==> src/rtl/add_accum_pkg.sv <==
// add_accum_pkg: shared state encoding, item width and default sizing for the add_accum frame accumulator.
package add_accum_pkg;

    typedef enum logic [1:0] {
        IDLE  = 2'd0,
        ACCUM = 2'd1,
        DONE  = 2'd2
    } state_e;

    localparam int ITEM_W    = 5;
    localparam int ACC_W_DEF = 8;
    localparam int CNT_W_DEF = 4;

endpackage

==> src/rtl/add_accum_dp.sv <==
// add_accum_dp: ACC_W-bit add of a 5-bit item with carry-out detection.
// Defining ADD_ACCUM_SAT_EN clamps the result at all-ones instead of wrapping.
module add_accum_dp
    import add_accum_pkg::*;
#(
    parameter int ACC_W = ACC_W_DEF
) (
    input  logic [ACC_W-1:0]  acc_i,
    input  logic [ITEM_W-1:0] item_i,
    output logic [ACC_W-1:0]  sum_o,
    output logic              carry_o
);

    logic [ACC_W:0] full;

    always_comb begin
        full    = {1'b0, acc_i} + (ACC_W+1)'(item_i);
        carry_o = full[ACC_W];
`ifdef ADD_ACCUM_SAT_EN
        sum_o   = carry_o ? {ACC_W{1'b1}} : full[ACC_W-1:0];
`else
        sum_o   = full[ACC_W-1:0];
`endif
    end

endmodule

==> src/rtl/add_accum.sv <==
// add_accum: collects {cout,sum} items into framed totals with overflow flag and saturating item count.
// Valid/ready on both sides; the result is held in DONE until the downstream handshake.
module add_accum
    import add_accum_pkg::*;
#(
    parameter int ACC_W = ACC_W_DEF,
    parameter int CNT_W = CNT_W_DEF
) (
    input  logic             clock,
    input  logic             reset_n,
    input  logic             in_valid,
    output logic             in_ready,
    input  logic [3:0]       in_sum,
    input  logic             in_cout,
    input  logic             in_last,
    output logic             out_valid,
    input  logic             out_ready,
    output logic [ACC_W-1:0] out_acc,
    output logic             out_ovf,
    output logic [CNT_W-1:0] out_count
);

    state_e             state_q, state_d;
    logic [ACC_W-1:0]   acc_q, acc_d, dp_sum;
    logic               ovf_q, ovf_d, dp_carry;
    logic [CNT_W-1:0]   cnt_q, cnt_d;
    logic               accept, hs;

    add_accum_dp #(.ACC_W(ACC_W)) u_dp (
        .acc_i   (acc_q),
        .item_i  ({in_cout, in_sum}),
        .sum_o   (dp_sum),
        .carry_o (dp_carry)
    );

    always_comb begin
        in_ready  = (state_q != DONE);
        out_valid = (state_q == DONE);
        accept    = in_valid && in_ready;
        hs        = out_valid && out_ready;
        state_d   = state_q;
        if (accept)
            state_d = in_last ? DONE : ACCUM;
        else if (hs)
            state_d = IDLE;
        // Emptying DONE returns the datapath to zero so IDLE always starts a fresh frame.
        acc_d     = hs ? '0 : accept ? dp_sum : acc_q;
        ovf_d     = hs ? 1'b0 : accept ? (ovf_q | dp_carry) : ovf_q;
        cnt_d     = hs ? '0 : (accept && cnt_q != {CNT_W{1'b1}}) ? cnt_q + CNT_W'(1) : cnt_q;
    end

    always_ff @(posedge clock or negedge reset_n) begin
        if (!reset_n) begin
            state_q <= IDLE;
            acc_q   <= '0;
            ovf_q   <= 1'b0;
            cnt_q   <= '0;
        end else begin
            state_q <= state_d;
            acc_q   <= acc_d;
            ovf_q   <= ovf_d;
            cnt_q   <= cnt_d;
        end
    end

    assign out_acc   = acc_q;
    assign out_ovf   = ovf_q;
    assign out_count = cnt_q;

endmodule
==> config.mk <==
export PLATFORM = sky130hd
export DESIGN_NAME = add_accum
export DESIGN_NICKNAME = d
export VERILOG_FILES = /design/src/rtl/add_accum_pkg.sv /design/src/rtl/add_accum_dp.sv /design/src/rtl/add_accum.sv
export SDC_FILE = /design/constraint.sdc
export NUM_CORES = 1
export LEC_CHECK = 0
export BUFFER_PORTS_ARGS = -buffer_cell sky130_fd_sc_hd__buf_2
export CELL_PAD_IN_SITES_DETAIL_PLACEMENT = 1
export CELL_PAD_IN_SITES_GLOBAL_PLACEMENT = 1
export CORE_MARGIN = 2
export CORE_UTILIZATION = 34
export CTS_CLUSTER_DIAMETER = 80
export DETAILED_ROUTE_END_ITERATION = 7
export PLACE_DENSITY_LB_ADDON = 0.1
export SKIP_CTS_REPAIR_TIMING = 1
export SLEW_MARGIN = 20
export SYNTH_ARGS = -nofsm -noshare
export SYNTH_HDL_FRONTEND = slang
export SYNTH_HIERARCHICAL = 1
export SYNTH_SLANG_ARGS = --single-unit
==> constraint.sdc <==
create_clock -name clock -period 1.7 [get_ports clock]
set_clock_uncertainty 0.05 [all_clocks]
set_input_delay 0.17 -clock clock [delete_from_list [all_inputs] [get_ports clock]]
set_output_delay 0.17 -clock clock [all_outputs]
set_load 0.01 [all_outputs]
==> run metrics, run 1 <==
area fraction of the dominant cell type after synthesis 43.2%; Yosys warning count 6; Slew headroom 77.1%; Design Power 1.82 mW; Required @ worst endpoint 1.82 ns; Layout Nets 128; fin crit period 1.70 ns; worst IR drop on VDD 0.809 mV; drt drc 0; CTS tree built; Root Driver clkbuf_4; Max Fclk 587 MHz; Yosys top cell by area dfrtp_1; DR iter-0 viols 6; leakage power 0.542 nW; vias in the first global route 665; WHS 0.0194 ns; ANT nets after route 0; Max-cap violations 0; Die Wd 54.5 um; final worst slack -0.00266 ns; Initial DRT Pass Iterations 4; #FFs+latches synth 15; Synth area leaders dfrtp_1 43%, ha_1 8.6%, a22o_1 7.1%; CP arrival 1.83 ns; final hold viol count 0; Setup crit end kind register; hpwl dp 1470 um; port bufs 24; status finished, violations left; RSZ-0062 raised after global routing true; Cell Area, Synth 868 um2; die height 54.5 um; largest net degree at the start of global routing 16; Worst-path clk slew 0.09 ns; Final setup viols 1; IO Pins 25; met1 Track Usage GR 23.6%; GRT overflow 0; Total GRT Usage 15.5%; synthesized net count 96; CP Class reg -> reg; grt met2 use 21.5%; Yosys cell types 30; final-report max-slew violation count 0; syn_area_per_cell 11.0 um2; Post-Route WL 1980 um; Startpoint Class register; clock buffer count from CTS 3; pwr/cell area 1660 nW/um2; GP Congestion 0.788; Num Clock Sinks 15; vias per inst 5.04; H-tree levels 1; via count 705; Hold Path Class in -> reg; Final Cycle Share 100%; Layout area overhead 26.7%; Seq/Total Area, Yosys 43.2%; global-route wire length before repair 3190 um; Die Area 2970 um2; Crit Path Max Fanout 2; initial antenna violation count 0; cell row count 18; Top Usage Layer GRT met1; routed len/inst 14.1 um; worst-skew pair later-pin latency 0.28 ns; worst-margin pin slew 0.344 ns; maximum clock path buffer count 2; met3 usage in global routing 2.46%; Starting Density 35.4%; Antenna diodes 0; Cells after Synth 79; violated checks negative setup slack; layout cells sized above 1 41.8%; Core Region 2450 um2
cells by family (layout without fill, tap and decap cells):
logic type	count (synthesis)	count (layout)	share of synthesized area, %
simple gates	23	23	15.8
fa+ha+maj	7	7	11.0
buf+inv	5	36	3.89
compound gates	22	22	18.7
xor+xnor	5	5	5.04
mux	2	2	2.31
flops	15	15	43.2
state kept, by name (all words and copies together), names as in the netlist:
| signal | count |
|---|---|
| state_q | 2 |
| out_ovf | 1 |
| out_acc | 8 |
| out_count | 4 |
final cells by class:
cell class | instances | area (um2)
timing repair buffer | 29 | 160
fill | 275 | 1360
multi-input combinational | 59 | 488
sequential | 15 | 375
tap | 30 | 37.5
clock buffer | 3 | 22.5
clock inverter | 1 | 5.00
inverter | 3 | 11.3
power breakdown:
| group | total [mW] | switching, mW | internal (mW) |
|---|---|---|---|
| Combinational | 0.966 | 0.471 | 0.495 |
| Clock | 0.206 | 0.119 | 0.0871 |
| Sequential | 0.650 | 0.154 | 0.496 |
through the flow:
stage	cells	setup slack (ns)	setup TNS (ns)	cell area (um2)	util [%]
floorplan	79	0.0157	0	877	-
global placement	135	-0.00248	-0.00248	1040	42.5
detailed placement	135	-0.0121	-0.0121	1040	42.5
CTS	139	-0.0293	-0.0426	1070	43.6
global route	140	-0.0997	-0.306	1100	44.8
finish	140	-0.00266	-0.00266	1100	44.8
cell usage after synthesis, drive strengths merged:
master  instances
a21oi           5
inv             3
xor2            2
a22o            8
o21ai           4
mux2i           2
nor2b           1
ha              6
nor2            4
o211ai          1
fa              1
buf             2
nand4           1
nand3           7
dfrtp          15
and2            2
xnor2           3
o32ai           1
a21o            1
and4            1
nor3            1
o31ai           1
o21bai          1
nand2           5
and3            1
worst max-delay path, stage by stage (launching register included):
cell,delay [ns]
dfrtp_1,0.39
ha_2,0.19
fa_2,0.35
a21oi_2,0.16
o21ai_1,0.11
nand2_1,0.09
xnor2_1,0.07
a22o_1,0.20
cells in the final DEF (no fill, tap or decap), types with 3 or more instances in the layout:
cell / instances
nand2_1: 5
xnor2_1: 3
buf_2: 24
o21ai_0: 3
dfrtp_1: 15
a21oi_2: 3
clkbuf_4: 3
nand3_1: 7
ha_1: 4
nor2_1: 3
a22o_1: 7
buf_4: 4
per-layer routing:
metal  part of all wire [%]  vias up
li1                       -      355
met1                     52      334
met2                     43       14
met3                    3.7        2
met4                   0.91        0
met5                      0        -
final timing paths:
check	start	to	slack, ns	depth (start not counted)
max in group asynchronous	reset_n	out_count[1]	1.08	2
max reg2reg	out_acc[0]	out_acc[6]	-0.003	7
min	in_last	state_q[0]	0.02	2
min in group asynchronous	reset_n	out_acc[3]	0.26	2
min reg2reg	state_q[1]	state_q[1]	0.47	1
max	out_acc[0]	out_acc[6]	-0.003	7
Power figures use the tool's default switching activity.
==> inputs of run 2 (changes only) <==
CORE_MARGIN = 5   (was 2)
==> run 2 against run 1 <==
  * The flow still finishes with violations (negative setup slack)
  * Sequential share of layout area shrank 0.87 points
  * Hold slack lost 0.0046 ns
  * First-iteration DRC count grew to 3.0 times the previous value
  * Clock-buffer cell count grew 1
  * Routed wire length grew 7.0%
  * Clock power is essentially flat
  * Non-clock buffer count grew 2
  * Fmax shrank 4.2%
  * Cell count grew 1.4%
  * Register-to-register slack lost 0.07 ns
  * Critical path type unchanged
  * Highest routed layer unchanged
==> run metrics, run 2 (same netlist as run 1, synthesis figures left out) <==
post-route cell area 1130 um2; DR iter-0 viols 18; placed instance area 1040 um2; layout cells sized above 1 43.8%; vias per inst 5.08; Final Cycle Share 105%; Setup crit end out_acc[4]; via count 721; leakage power 0.553 nW; Final setup viols 2; Root Driver clkbuf_4; Max-cap violations 0; Core Region 2450 um2; max reg flops 8; Setup crit end kind register; Max Fclk 563 MHz; Layout Nets 130; Worst-path clk slew 0.09 ns; FF-to-FF End out_acc[4]; H-tree levels 1; crit path launch out_acc[0]; RSZ-0062 raised after global routing true; Post-Route WL 2110 um; worst r2r src out_acc[0]; GRT overflow 0; fin crit period 1.78 ns; R2R setup slack -0.08 ns; cell row count 18; largest net degree at the start of global routing 16; Total GRT Usage 13.1%; final-report max-slew violation count 0; die height 60.5 um; worst-margin pin slew 0.362 ns; IO Pins 25; drt drc 0; CTS tree built; Antenna diodes 0; Crit Path Max Fanout 2; Num Clock Sinks 15; Required @ worst endpoint 1.82 ns; ANT nets after route 0; violated checks negative setup slack; pwr/cell area 1670 nW/um2; CP arrival 1.90 ns; Initial DRT Pass Iterations 4; worst-case reg-to-reg path depth 6; Hold Path Class in -> reg; routed len/inst 14.9 um; Startpoint Class register; commonest non-fill, non-tap cells in the layout 24 x buf_2, 15 x dfrtp_1, 7 x nand3_1, 7 x a22o_1, 6 x buf_4; initial antenna violation count 0; WHS 0.0148 ns; Die Wd 60.5 um; Starting Density 35.4%; GP Congestion 0.769; vias in the first global route 735; hpwl dp 1590 um; CP Class reg -> reg; port bufs 24; final worst slack -0.0768 ns; Slew headroom 75.9%; clock buffer count from CTS 3; Layout area overhead 30.0%; Die Area 3660 um2; most common cell after layout, fill and taps aside buf_2; global-route wire length before repair 3560 um; worst-skew pair later-pin latency 0.28 ns; status finished, violations left; final hold viol count 0; worst IR drop on VDD 0.869 mV; maximum clock path buffer count 2
run 2: power by group:
part	switching, mW	internal, mW
combinational	0.505	0.525
sequential	0.155	0.496
clock	0.117	0.0910
run 2: final cells by class:
cell class / count / area (um2)
inverters: 3 / 11.3
fillers: 291 / 1330
repair buffers: 31 / 175
multi-input cells: 59 / 503
clock buffers: 4 / 26.3
flip-flops and latches: 15 / 375
well taps: 30 / 37.5
run 2: worst min-delay path by stage:
stage	slack (ns)	depth (start not counted)	end	startpoint
6_report	0.01	2	state_q[0]	in_last
5_1_grt	0.004	2	state_q[0]	in_last
4_1_cts	-0.26	1	out_acc[3]	reset_n
3_5_place_dp	0.06	1	out_acc[3]	reset_n
3_3_place_gp	0.05	1	out_acc[3]	reset_n
2_1_floorplan	-0.18	0	out_acc[0]	reset_n
run 2: through the flow:
step	power, mW	setup slack, ns	util, %	setup TNS, ns	std cells
floorplan	1.25	0.0157	-	0	79
global placement	1.57	-0.00534	42.5	-0.00534	135
detailed placement	1.60	-0.0267	42.5	-0.0546	135
CTS	1.81	-0.0336	43.5	-0.0829	139
global route	2.06	-0.155	46.0	-0.459	142
finish	1.89	-0.0768	46.0	-0.0768	142
run 2: critical path: stages, from the launching register on:
cell	delay (ns)
dfrtp_1	0.40
ha_2	0.19
fa_2	0.37
a21oi_4	0.17
o21bai_1	0.10
xor2_1	0.16
a22o_1	0.23
run 2: layer usage:
metal	global-route usage [%]	share of wire [%]
met5	0	0
met4	4.64	0.62
met3	2.55	4.5
met2	19.6	46
met1	18.7	49
